`config.mk`:
```
export PLATFORM = sky130hd
export DESIGN_NAME = sipo_deser
export DESIGN_NICKNAME = d
export VERILOG_FILES = /design/src/rtl/sipo_deser_pkg.sv /design/src/rtl/sipo_deser.sv
export SDC_FILE = /design/constraint.sdc
export NUM_CORES = 1
export LEC_CHECK = 0
export CORE_MARGIN = 2
export CORE_UTILIZATION = 43
export CTS_BUF_LIST = sky130_fd_sc_hd__clkbuf_16
export CTS_CLUSTER_SIZE = 24
export DETAILED_ROUTE_END_ITERATION = 6
export GPL_TIMING_DRIVEN = 0
export MAX_ROUTING_LAYER = met4
export PLACE_DENSITY_LB_ADDON = 0.25
export SLEW_MARGIN = 20
export SYNTH_ARGS = -nofsm -noshare
export SYNTH_HDL_FRONTEND = slang
export SYNTH_SLANG_ARGS = --single-unit
```
`constraint.sdc`:
```
create_clock -name clk -period 1.6 [get_ports clk]
set_clock_uncertainty 0.05 [all_clocks]
set_input_delay 0.24 -clock clk [delete_from_list [all_inputs] [get_ports clk]]
set_output_delay 0.24 -clock clk [all_outputs]
set_load 0.01 [all_outputs]
```
`src/rtl/sipo_deser_pkg.sv`:
```
// Shared definitions for the serial link deserializer. The piso transmitter
// uses the same bit-order constants so both ends of the link agree.
package sipo_deser_pkg;

  // Bit-order encoding for the LSB_FIRST parameter on both link ends
  localparam bit ORDER_LSB_FIRST = 1'b1;
  localparam bit ORDER_MSB_FIRST = 1'b0;

  // One-word holding register: EMPTY has nothing to offer, FULL drives pa_valid
  typedef enum logic {
    HOLD_EMPTY = 1'b0,
    HOLD_FULL  = 1'b1
  } hold_state_e;

  // Width of a counter that counts 0..width-1 (never narrower than one bit)
  function automatic int cnt_width(input int width);
    return (width < 2) ? 1 : $clog2(width);
  endfunction

endpackage

```
`src/rtl/sipo_deser.sv`:
```
// Serial-in parallel-out deserializer. Accepts one bit per se_valid strobe,
// assembles WIDTH-bit words and offers each through a one-word valid/ready
// holding register. Words completing while the holder is full and not
// draining are dropped and flagged on the sticky overrun output.
module sipo_deser
  import sipo_deser_pkg::*;
#(
  parameter int WIDTH     = 8,
  parameter bit LSB_FIRST = ORDER_LSB_FIRST
) (
  input  logic                     clk,
  input  logic                     rst,
  input  logic                     se_in,
  input  logic                     se_valid,
  input  logic                     sync,
  output logic [WIDTH-1:0]         pa_out,
  output logic                     pa_valid,
  input  logic                     pa_ready,
  output logic                     overrun,
  input  logic                     clr_ovr,
  output logic [$clog2(WIDTH)-1:0] bit_cnt
);

  localparam int               CNT_W    = cnt_width(WIDTH);
  localparam logic [CNT_W-1:0] LAST_BIT = CNT_W'(WIDTH - 1);

  logic [WIDTH-1:0] shreg;
  logic [WIDTH-1:0] shreg_base;
  logic [WIDTH-1:0] shreg_shift;
  logic             word_done;
  logic             load_word;
  logic             drop_word;
  hold_state_e      hold_state;
  hold_state_e      hold_next;

  // A sync strobe starts from an empty register so the new word is clean;
  // the incoming bit enters from the end dictated by the link bit order
  always_comb begin
    shreg_base  = sync ? '0 : shreg;
    shreg_shift = shreg_base;
    if (LSB_FIRST == ORDER_LSB_FIRST) begin
      shreg_shift = {se_in, shreg_base[WIDTH-1:1]};
    end else begin
      shreg_shift = {shreg_base[WIDTH-2:0], se_in};
    end
  end

  // The bit landing at the last counter position finishes a word; a sync
  // bit is always bit 0 of a new word and so can never finish one
  assign word_done = se_valid && !sync && (bit_cnt == LAST_BIT);

  // Shift register: shifts on each accepted bit, cleared by a lone sync
  always_ff @(posedge clk or negedge rst) begin
    if (!rst) begin
      shreg <= '0;
    end else if (se_valid) begin
      shreg <= shreg_shift;
    end else if (sync) begin
      shreg <= '0;
    end
  end

  // Bit counter is the whole assembly state: counts accepted bits and wraps
  always_ff @(posedge clk or negedge rst) begin
    if (!rst) begin
      bit_cnt <= '0;
    end else if (se_valid) begin
      if (sync) begin
        bit_cnt <= CNT_W'(1);
      end else if (bit_cnt == LAST_BIT) begin
        bit_cnt <= '0;
      end else begin
        bit_cnt <= bit_cnt + CNT_W'(1);
      end
    end else if (sync) begin
      bit_cnt <= '0;
    end
  end

  // Holding register state
  always_ff @(posedge clk or negedge rst) begin
    if (!rst) begin
      hold_state <= HOLD_EMPTY;
    end else begin
      hold_state <= hold_next;
    end
  end

  // Holding register next state: load when free or draining this edge,
  // otherwise drop the finished word; a drain with no new word empties it
  always_comb begin
    hold_next = hold_state;
    load_word = 1'b0;
    drop_word = 1'b0;
    case (hold_state)
      HOLD_EMPTY: begin
        if (word_done) begin
          load_word = 1'b1;
          hold_next = HOLD_FULL;
        end
      end
      HOLD_FULL: begin
        if (word_done) begin
          if (pa_ready) begin
            load_word = 1'b1;
          end else begin
            drop_word = 1'b1;
          end
        end else if (pa_ready) begin
          hold_next = HOLD_EMPTY;
        end
      end
      default: begin
        hold_next = HOLD_EMPTY;
      end
    endcase
  end

  assign pa_valid = (hold_state == HOLD_FULL);

  // Output word captures the completed word including its final bit
  always_ff @(posedge clk or negedge rst) begin
    if (!rst) begin
      pa_out <= '0;
    end else if (load_word) begin
      pa_out <= shreg_shift;
    end
  end

  // Sticky overrun flag; a drop on the same edge as a clear keeps it set
  always_ff @(posedge clk or negedge rst) begin
    if (!rst) begin
      overrun <= 1'b0;
    end else if (drop_word) begin
      overrun <= 1'b1;
    end else if (clr_ovr) begin
      overrun <= 1'b0;
    end
  end

endmodule

```
Word level (Yosys, flattened, before mapping)
Cells that the tools add are included.

Memories kept: 0. ROM bits: 0. Bits in latches: 0. Register bits: 20. Bits in writable memories: 0. Word-level logic and storage cells: 30. Output and inout bits: 13.

Equal/unequal tests: 1. Reductions and logical operators: 5. Add/sub/neg operators: 1. Bitwise logic cells: 1. Magnitude comparators: 0. Shift operators: 0. Multiplexer cells: 17. $mul: 0. Divide/modulo/power cells: 0.

Operators by type and width (number): two-way mux 8 bit (2); two-way mux 3 bit (4); two-way mux 1 bit (9); one-hot mux 1 bit (2 select lines) (2); nonzero test 2 bit (2); adder 3 x 1 -> 3 bit, second input constant (1); equality test 3 bit, second input constant (1); logical AND 1 bit (2); logical NOT 1 bit (1); inverter 1 bit (1).

Logic depth before layout (Yosys ltp)
Gate-level depths: netlist (run 1).

Word-level depth: 6. Mapped depth: 6.

Worst setup path before layout (run 1)
OpenSTA, ideal clock, no wires.

Kind: reg-to-reg. Start point: register bit_cnt[0]. End point: register pa_out[0]. Setup time: 0.125 ns. Data arrival time: 1.413 ns. Stages on the path, launching flop included: 7. Buffers on the path: 1. Slack: 0.012 ns. Clock period less this slack: 1.588 ns. Cells stage by stage: dfrtp_1 > ha_1 > ha_1 > nand3b_4 > nor2b_2 > buf_6 > mux2_4.

Word-level cells in the longest chain between the ends: 4. Elaborated cells between the ends (all ways): 5.

Ends and longest elaborated chain: start, declared (RTL line sipo_deser.sv:21) `output logic [$clog2(WIDTH)-1:0] bit_cnt`; start signal, assigned (RTL line sipo_deser.sv:73) `bit_cnt <= bit_cnt + CNT_W'(1);`; equality test 3 bit (*) (RTL line sipo_deser.sv:50) `assign word_done = se_valid && !sync && (bit_cnt == LAST_BIT);`; logical AND 1 bit (*) (RTL line sipo_deser.sv:50); two-way mux 1 bit, on equally long branches (RTL line sipo_deser.sv:103, sipo_deser.sv:97); one-hot mux 1 bit (2 select lines) (*) (RTL line sipo_deser.sv:95) `case (hold_state)`; end signal, assigned (RTL line sipo_deser.sv:126) `pa_out <= shreg_shift;`; end, declared (RTL line sipo_deser.sv:16) `output logic [WIDTH-1:0] pa_out,`.

Mark *: on every way between the ends. The rest lies on a longest branch, timed or not. A chain may end at the register's enable or synchronous reset.

Worst setup path after layout (run 1)
Start point: register bit_cnt[1]. End point: register pa_out[0].

The elaborated chain is that of the path after synthesis.

==> results.py, run 1 <==
metrics = {
    "power": {
        "pwr-share-clk_pct": 43.4,
        "worst_ir_drop_vdd_v": 0.0005732,
        "combPwrFrac_pct": 9.2,
        "finalPower_w": 0.001121,
        "intPower_w": 0.0009039,
        "p_seq_share_pct": 47.3,
        "p_switching_w": 0.0002174,
        "p_leak_nw": 0.6487,
        "cellPowerDensity_nw_per_um2": 884.7,
        "switching_share_pct": 19.39,
    },
    "worst_hold_path": {
        "hp-class": "input port to async pin",
    },
    "floorplanning": {
        "die_w_um": 49.77,
        "die_area_um2": 2477,
        "ioPinCount": 20,
        "initial_core_util_pct": 45.92,
        "core_um2": 1962,
        "row_count": 16,
        "die_y_um": 49.77,
    },
    "drt": {
        "first_pass_iters": 2,
        "drc_errors": 0,
        "drtIter0Drc": 2,
        "antenna_left": 0,
        "vias": 583,
        "route.detailed.wl_per_inst_um": 12.70,
        "viasPerCell": 4.702,
        "routed_wl_um": 1575,
    },
    "yosys": {
        "yosys_warnings": 0,
        "synthesis.nets": 79,
        "syn_inst": 70,
        "avgSynthCellArea_um2": 12.87,
        "synth_seq_cells": 20,
        "synth_cell_type_count": 17,
        "netlist_area_um2": 900.9,
        "synth-seq-area-share_pct": 55.56,
    },
    "layout": {
        "multi_input_area_um2": 397.9,
        "drive_gt1_share_pct": 21.65,
        "regArea_um2": 500.5,
        "fillCellCount": 161,
        "num_antenna_cells": 0,
        "fin_nets": 108,
        "areaGrowthSynthToFinish_pct": 40.69,
        "stdcell_count": 124,
    },
    "global_route": {
        "grt_use_total_pct": 15.09,
        "overflow": 0,
        "grt_pass1_wl_um": 2663,
        "grt_max_degree": 21,
        "grt_pass1_vias": 575,
        "antenna_found_initial": 0,
    },
    "timing": {
        "slew_headroom_pct": 42.07,
        "finalMaxSlewViolations": 0,
        "setup_viol": 0,
        "hold_viol_final": 0,
        "fin_ws_ns": 0.06460,
        "worst_pin_slew_ns": 0.8663,
        "period_minus_slack_ns": 1.535,
        "fmax_mhz": 651.3,
        "worst_hold_slack_ns": 0.4423,
        "grt_setup_unrepaired": "true",
        "period_share_pct": 95.96,
    },
    "clock_network": {
        "cts.sink_count": 20,
        "clock_latency_ns": 0.24,
        "root_buffer": "clkbuf_16",
        "cts_tree": "built",
        "cts_buffers": 3,
        "path_clk_slew_ns": 0.05,
        "clock_path_buffers": 2,
        "cts_hold_buf": 0,
        "cts_max_level": 1,
    },
    "critical_path": {
        "critical_path_class": "flip-flop to flip-flop",
        "critPathMaxFanout": 8,
        "cpPeakStageDelay_ns": 0.40,
        "r2r_cells": 6,
        "cp-end-kind": "flip-flop",
        "cpMostUsedCell": "ha_4",
        "crit_path_top_delay_cell": "dfrtp_1",
        "worst_ep_arrival_time_ns": 1.61,
        "path_cells": "ha_4, ha_4, nand3b_4, nor2b_2, buf_6, mux2_4",
        "crit_required_ns": 1.68,
        "timing.critical_path.from_type": "flip-flop",
        "crit_buf_inv": 1,
        "crit_cells": 6,
        "path_delay_family": "flip-flops",
    },
    "place": {
        "placed_cells": 116,
        "detailed_place_hpwl_um": 1110,
        "gp_congestion": 0.7040,
        "portBuffers": 19,
        "pre_cts_ws_ns": -0.1809,
    },
    "run_status": {
        "outcome": "complete, no violations",
    },
    "job": {
        "max-cap-violations": 0,
    },
}
layout make-up:
type                    count  share of cell area (%)
multi-input cells          45                   31.39
clock buffers               3                   5.923
flip-flops and latches     20                   39.49
plain buffers               3                   1.579
well taps                  27                   2.665
repair buffers             24                   18.36
inverters                   2                  0.5923
per-stage QoR:
stage	utilization, %	cell area (um2)	TNS [ns]
floorplan	-	900.9	0
global placement	57.33	1125	-1.354
detailed placement	57.33	1125	-1.317
CTS	62.69	1230	0
global route	64.60	1267	-0.002374
finish	64.60	1267	0
layer usage:
layer  up-vias  part of all wire (%)  global-route usage, %  wire (um)
li1        288                     -                      -          -
met2        10                    52                  24.89        824
met3         2                   2.4                  1.515         38
met4         0                   1.3                  9.722         21
met1       283                    44                  17.52        690
met5         -                     0                      -          0
final timing paths:
path                       startpoint         end  slack, ns
min                               rst    shreg[3]       0.44
max in group asynchronous         rst  bit_cnt[0]       0.53
max                        bit_cnt[1]   pa_out[0]       0.06
min reg2reg                 pa_out[5]   pa_out[5]       0.46
max reg2reg                bit_cnt[1]   pa_out[0]       0.06
min in group clk            pa_out[5]   pa_out[5]       0.46
synthesized netlist by cell type (all sizes together):
master | instances | area, um2
buf | 2 | 16.26
o22ai | 1 | 6.260
inv | 2 | 7.510
clkbuf | 1 | 3.750
dfrtp | 20 | 500.5
nor2 | 10 | 37.54
nand2 | 4 | 15.01
mux2i | 9 | 90.09
mux2 | 7 | 105.1
and2b | 4 | 30.03
ha | 2 | 25.02
nand3b | 1 | 20.02
nand2b | 2 | 12.51
nor2b | 3 | 21.27
o21ai | 2 | 10.01
placed cells by master (no fill, tap or decap):
cell              n
dfrtp_1          20
clkbuf_16         3
nand3b_4          1
buf_6             1
nand2_1           4
clkdlybuf4s50_1  17
mux2_4            7
mux2i_1           9
ha_4              2
buf_2             1
nand2b_1          2
dlymetal6s2s_1    2
inv_1             2
clkbuf_1          1
nor2b_1           2
and2b_1           4
buf_4             5
o21ai_0           2
nor2b_2           1
o22ai_1           1
nor2_1           10
registers in the layout, indices dropped and copies added, names as in the netlist:
signal / cells
pa_out: 8
shreg: 7
bit_cnt: 3
overrun: 1
pa_valid: 1
worst register-to-register path, stage by stage, from the launching register on:
cell and delay, ns:
dfrtp_1 0.40, ha_4 0.16, ha_4 0.14, nand3b_4 0.08
nor2b_2 0.13, buf_6 0.16, mux2_4 0.30
logic make-up (layout without fill, tap and decap cells):
kind of cell	after synthesis	after routing	share of synthesized area (%)
muxes	16	16	21.67
DFF	20	20	55.56
AOI/OAI and AO/OA	3	3	1.806
adders and majority gates	2	2	2.777
buffers and inverters	5	32	3.055
and+or+nand+nor	24	24	15.14
repair_timing:
action                                  in CTS  in global routing
endpoints found under the setup margin       7                  7
gates resized for setup                      3                  3
pin swaps                                    0                  1
setup buffers                                2                  3
gates cloned                                 0                  0
power groups by stage:
stage	Clock, W	Combinational, W	Sequential, W
after detailed placement	0	0.0000921	0.000537
after floorplan	0	0.0000351	0.000540
after global routing	0.000526	0.000114	0.000532
after global placement	0	0.0000897	0.000537
final	0.000487	0.000104	0.000531
after CTS	0.000502	0.000105	0.000528
Power figures use the tool's default switching activity.
==> run 2, diff against run 1 <==
--- a/config.mk
+++ b/config.mk
@@ -6,10 +6,11 @@
 export NUM_CORES = 1
 export LEC_CHECK = 0
 export CORE_MARGIN = 2
-export CORE_UTILIZATION = 43
+export CORE_UTILIZATION = 53
 export CTS_BUF_LIST = sky130_fd_sc_hd__clkbuf_16
 export CTS_CLUSTER_SIZE = 24
 export DETAILED_ROUTE_END_ITERATION = 6
+export DONT_BUFFER_PORTS = 1
 export GPL_TIMING_DRIVEN = 0
 export MAX_ROUTING_LAYER = met4
 export PLACE_DENSITY_LB_ADDON = 0.25
==> results.py, run 2 (synthesized netlist as in run 1, its figures left out) <==
metrics = {
    "drt": {
        "first_pass_iters": 3,
        "top_layer": "met3",
        "route.detailed.wl_per_inst_um": 15.45,
        "drtIter0Drc": 5,
        "viasPerCell": 5.409,
        "antenna_left": 0,
        "wl_met1_um": 688,
        "drc_errors": 0,
        "vias": 503,
        "wl_met3_um": 48,
        "routed_wl_um": 1437,
        "wl_met2_um": 700,
    },
    "global_route": {
        "grt_pass1_vias": 510,
        "antenna_found_initial": 0,
        "grt_pass1_wl_um": 2346,
        "grt_use_total_pct": 17.39,
        "overflow": 0,
        "grt_max_degree": 21,
    },
    "critical_path": {
        "rr_startpoint": "bit_cnt[1]",
        "worst_ep_arrival_time_ns": 1.69,
        "cp-end-kind": "flip-flop",
        "timing.critical_path.from_type": "flip-flop",
        "critPathLaunch": "bit_cnt[1]",
        "critical_path_class": "flip-flop to flip-flop",
        "crit_required_ns": 1.68,
        "critPathMaxFanout": 8,
    },
    "timing": {
        "worst_hold_slack_ns": 0.04483,
        "fin_ws_ns": -0.005130,
        "period_minus_slack_ns": 1.605,
        "hold_viol_final": 0,
        "slew_headroom_pct": 41.82,
        "fmax_mhz": 623.0,
        "grt_setup_unrepaired": "true",
        "worst_pin_slew_ns": 0.8698,
        "setup_viol": 7,
        "finalMaxSlewViolations": 0,
        "period_share_pct": 100.3,
    },
    "layout": {
        "areaGrowthSynthToFinish_pct": 18.47,
        "num_antenna_cells": 0,
        "final_common_cell": "dfrtp_1",
        "layout_common_cells": "19 x dfrtp_1, 10 x nor2_1, 9 x mux2i_1",
        "fin_nets": 87,
        "largest-register": "pa_out",
        "reg_top3": "pa_out x8, shreg x7, bit_cnt x3",
        "largest_reg_flops": 8,
        "finish.instance_area_um2": 1067,
        "drive_gt1_share_pct": 25.97,
    },
    "power": {
        "p_leak_nw": 0.5543,
        "worst_ir_drop_vdd_v": 0.0006509,
        "cellPowerDensity_nw_per_um2": 1184,
        "finalPower_w": 0.001264,
    },
    "floorplanning": {
        "core_um2": 1541,
        "die_y_um": 45.23,
        "die_w_um": 45.23,
        "die_area_um2": 2045,
        "ioPinCount": 20,
        "row_count": 14,
        "initial_core_util_pct": 58.44,
    },
    "clock_network": {
        "path_clk_slew_ns": 0.05,
        "root_buffer": "clkbuf_16",
        "clock_path_buffers": 2,
        "cts_max_level": 1,
        "cts_buffers": 3,
        "clock_latency_ns": 0.25,
        "cts.sink_count": 20,
        "cts_tree": "built",
    },
    "run_status": {
        "outcome": "complete, but fails checks",
        "violations": "setup timing",
    },
    "place": {
        "portBuffers": 0,
        "dpl_cell_area_um2": 920.9,
        "detailed_place_hpwl_um": 908.1,
        "gp_congestion": 0.6973,
    },
    "worst_hold_path": {
        "min-delay-start": "clr_ovr",
        "hp-class": "input port to flip-flop",
    },
    "job": {
        "max-cap-violations": 0,
    },
}
## run 2: changes by cell type in the layout (fill, tap and decap cells not counted)
cell	previous run	this run
ha_4	2	1
dfrtp_1	20	19
dfrtp_2	0	1
clkdlybuf4s50_1	17	0
ha_2	0	1
buf_4	5	2
bufinv_16	0	1
dlygate4sd3_1	0	1
dlymetal6s2s_1	2	0
## run 2: layer usage
layer | track usage [%] | up-vias
met4 | 10.59 | 0
met3 | 4.800 | 0
met1 | 20.47 | 249
met2 | 26.29 | 8
li1 | - | 246
met5 | - | -
## run 2: what timing repair did
item	4_1_cts	5_1_grt
pin swaps	2	0
endpoints found under the hold margin	20	0
endpoints found under the setup margin	7	8
hold buffers	1	0
resized for setup	4	0
buffers inserted	2	0
## run 2: layout make-up
class                   count  area, um2
repair buffers              3      25.02
multi-input cells          45      387.9
well taps                  16      20.02
fillers                   118      474.2
inverters                   2      7.507
plain buffers               3      20.02
clock inverters             1      30.03
clock buffers               3      75.07
flip-flops and latches     20      501.7
## run 2: worst paths after layout
| path | endpoint | slack (ns) | cells after the start |
|---|---|---|---|
| setup / recovery | pa_out[5] | -0.005 | 6 |
| hold / removal | overrun | 0.04 | 1 |
| setup reg to reg | pa_out[5] | -0.005 | 6 |
| hold reg to reg | shreg[6] | 0.49 | 2 |
| max in group asynchronous | bit_cnt[0] | 0.41 | 1 |
| min in group asynchronous | overrun | 0.50 | 1 |
## run 2: worst max-delay path: stages, from the launching register on
cell,delay (ns)
dfrtp_1,0.42
ha_2,0.22
ha_4,0.14
nand3b_4,0.08
nor2b_2,0.12
buf_6,0.16
mux2_4,0.30
## run 2: through the flow
step | util [%] | cells | setup TNS, ns | setup slack [ns]
2_1_floorplan | - | 70 | 0 | 0.01154
3_3_place_gp | 59.74 | 86 | -0.5105 | -0.07362
3_5_place_dp | 59.74 | 86 | -0.6088 | -0.08969
4_1_cts | 69.24 | 93 | -0.04815 | -0.009521
5_1_grt | 69.24 | 93 | -0.4118 | -0.06416
6_report | 69.24 | 93 | -0.01797 | -0.005130
## run 2: where the power goes
| group | total, W | leakage [nW] | internal (W) | switching (W) |
|---|---|---|---|---|
| sequential | 0.000535 | 0.268 | 0.000519 | 0.0000161 |
| clock | 0.000675 | 0.0511 | 0.000496 | 0.000179 |
| combinational | 0.0000536 | 0.235 | 0.0000241 | 0.0000294 |
==> run 3, diff against run 2 <==
--- a/config.mk
+++ b/config.mk
@@ -14,7 +14,7 @@
 export GPL_TIMING_DRIVEN = 0
 export MAX_ROUTING_LAYER = met4
 export PLACE_DENSITY_LB_ADDON = 0.25
-export SLEW_MARGIN = 20
+export SLEW_MARGIN = 5
 export SYNTH_ARGS = -nofsm -noshare
 export SYNTH_HDL_FRONTEND = slang
 export SYNTH_SLANG_ARGS = --single-unit
==> results of run 3 <==
Final layout, timing and power as in run 2 (identical DEF).
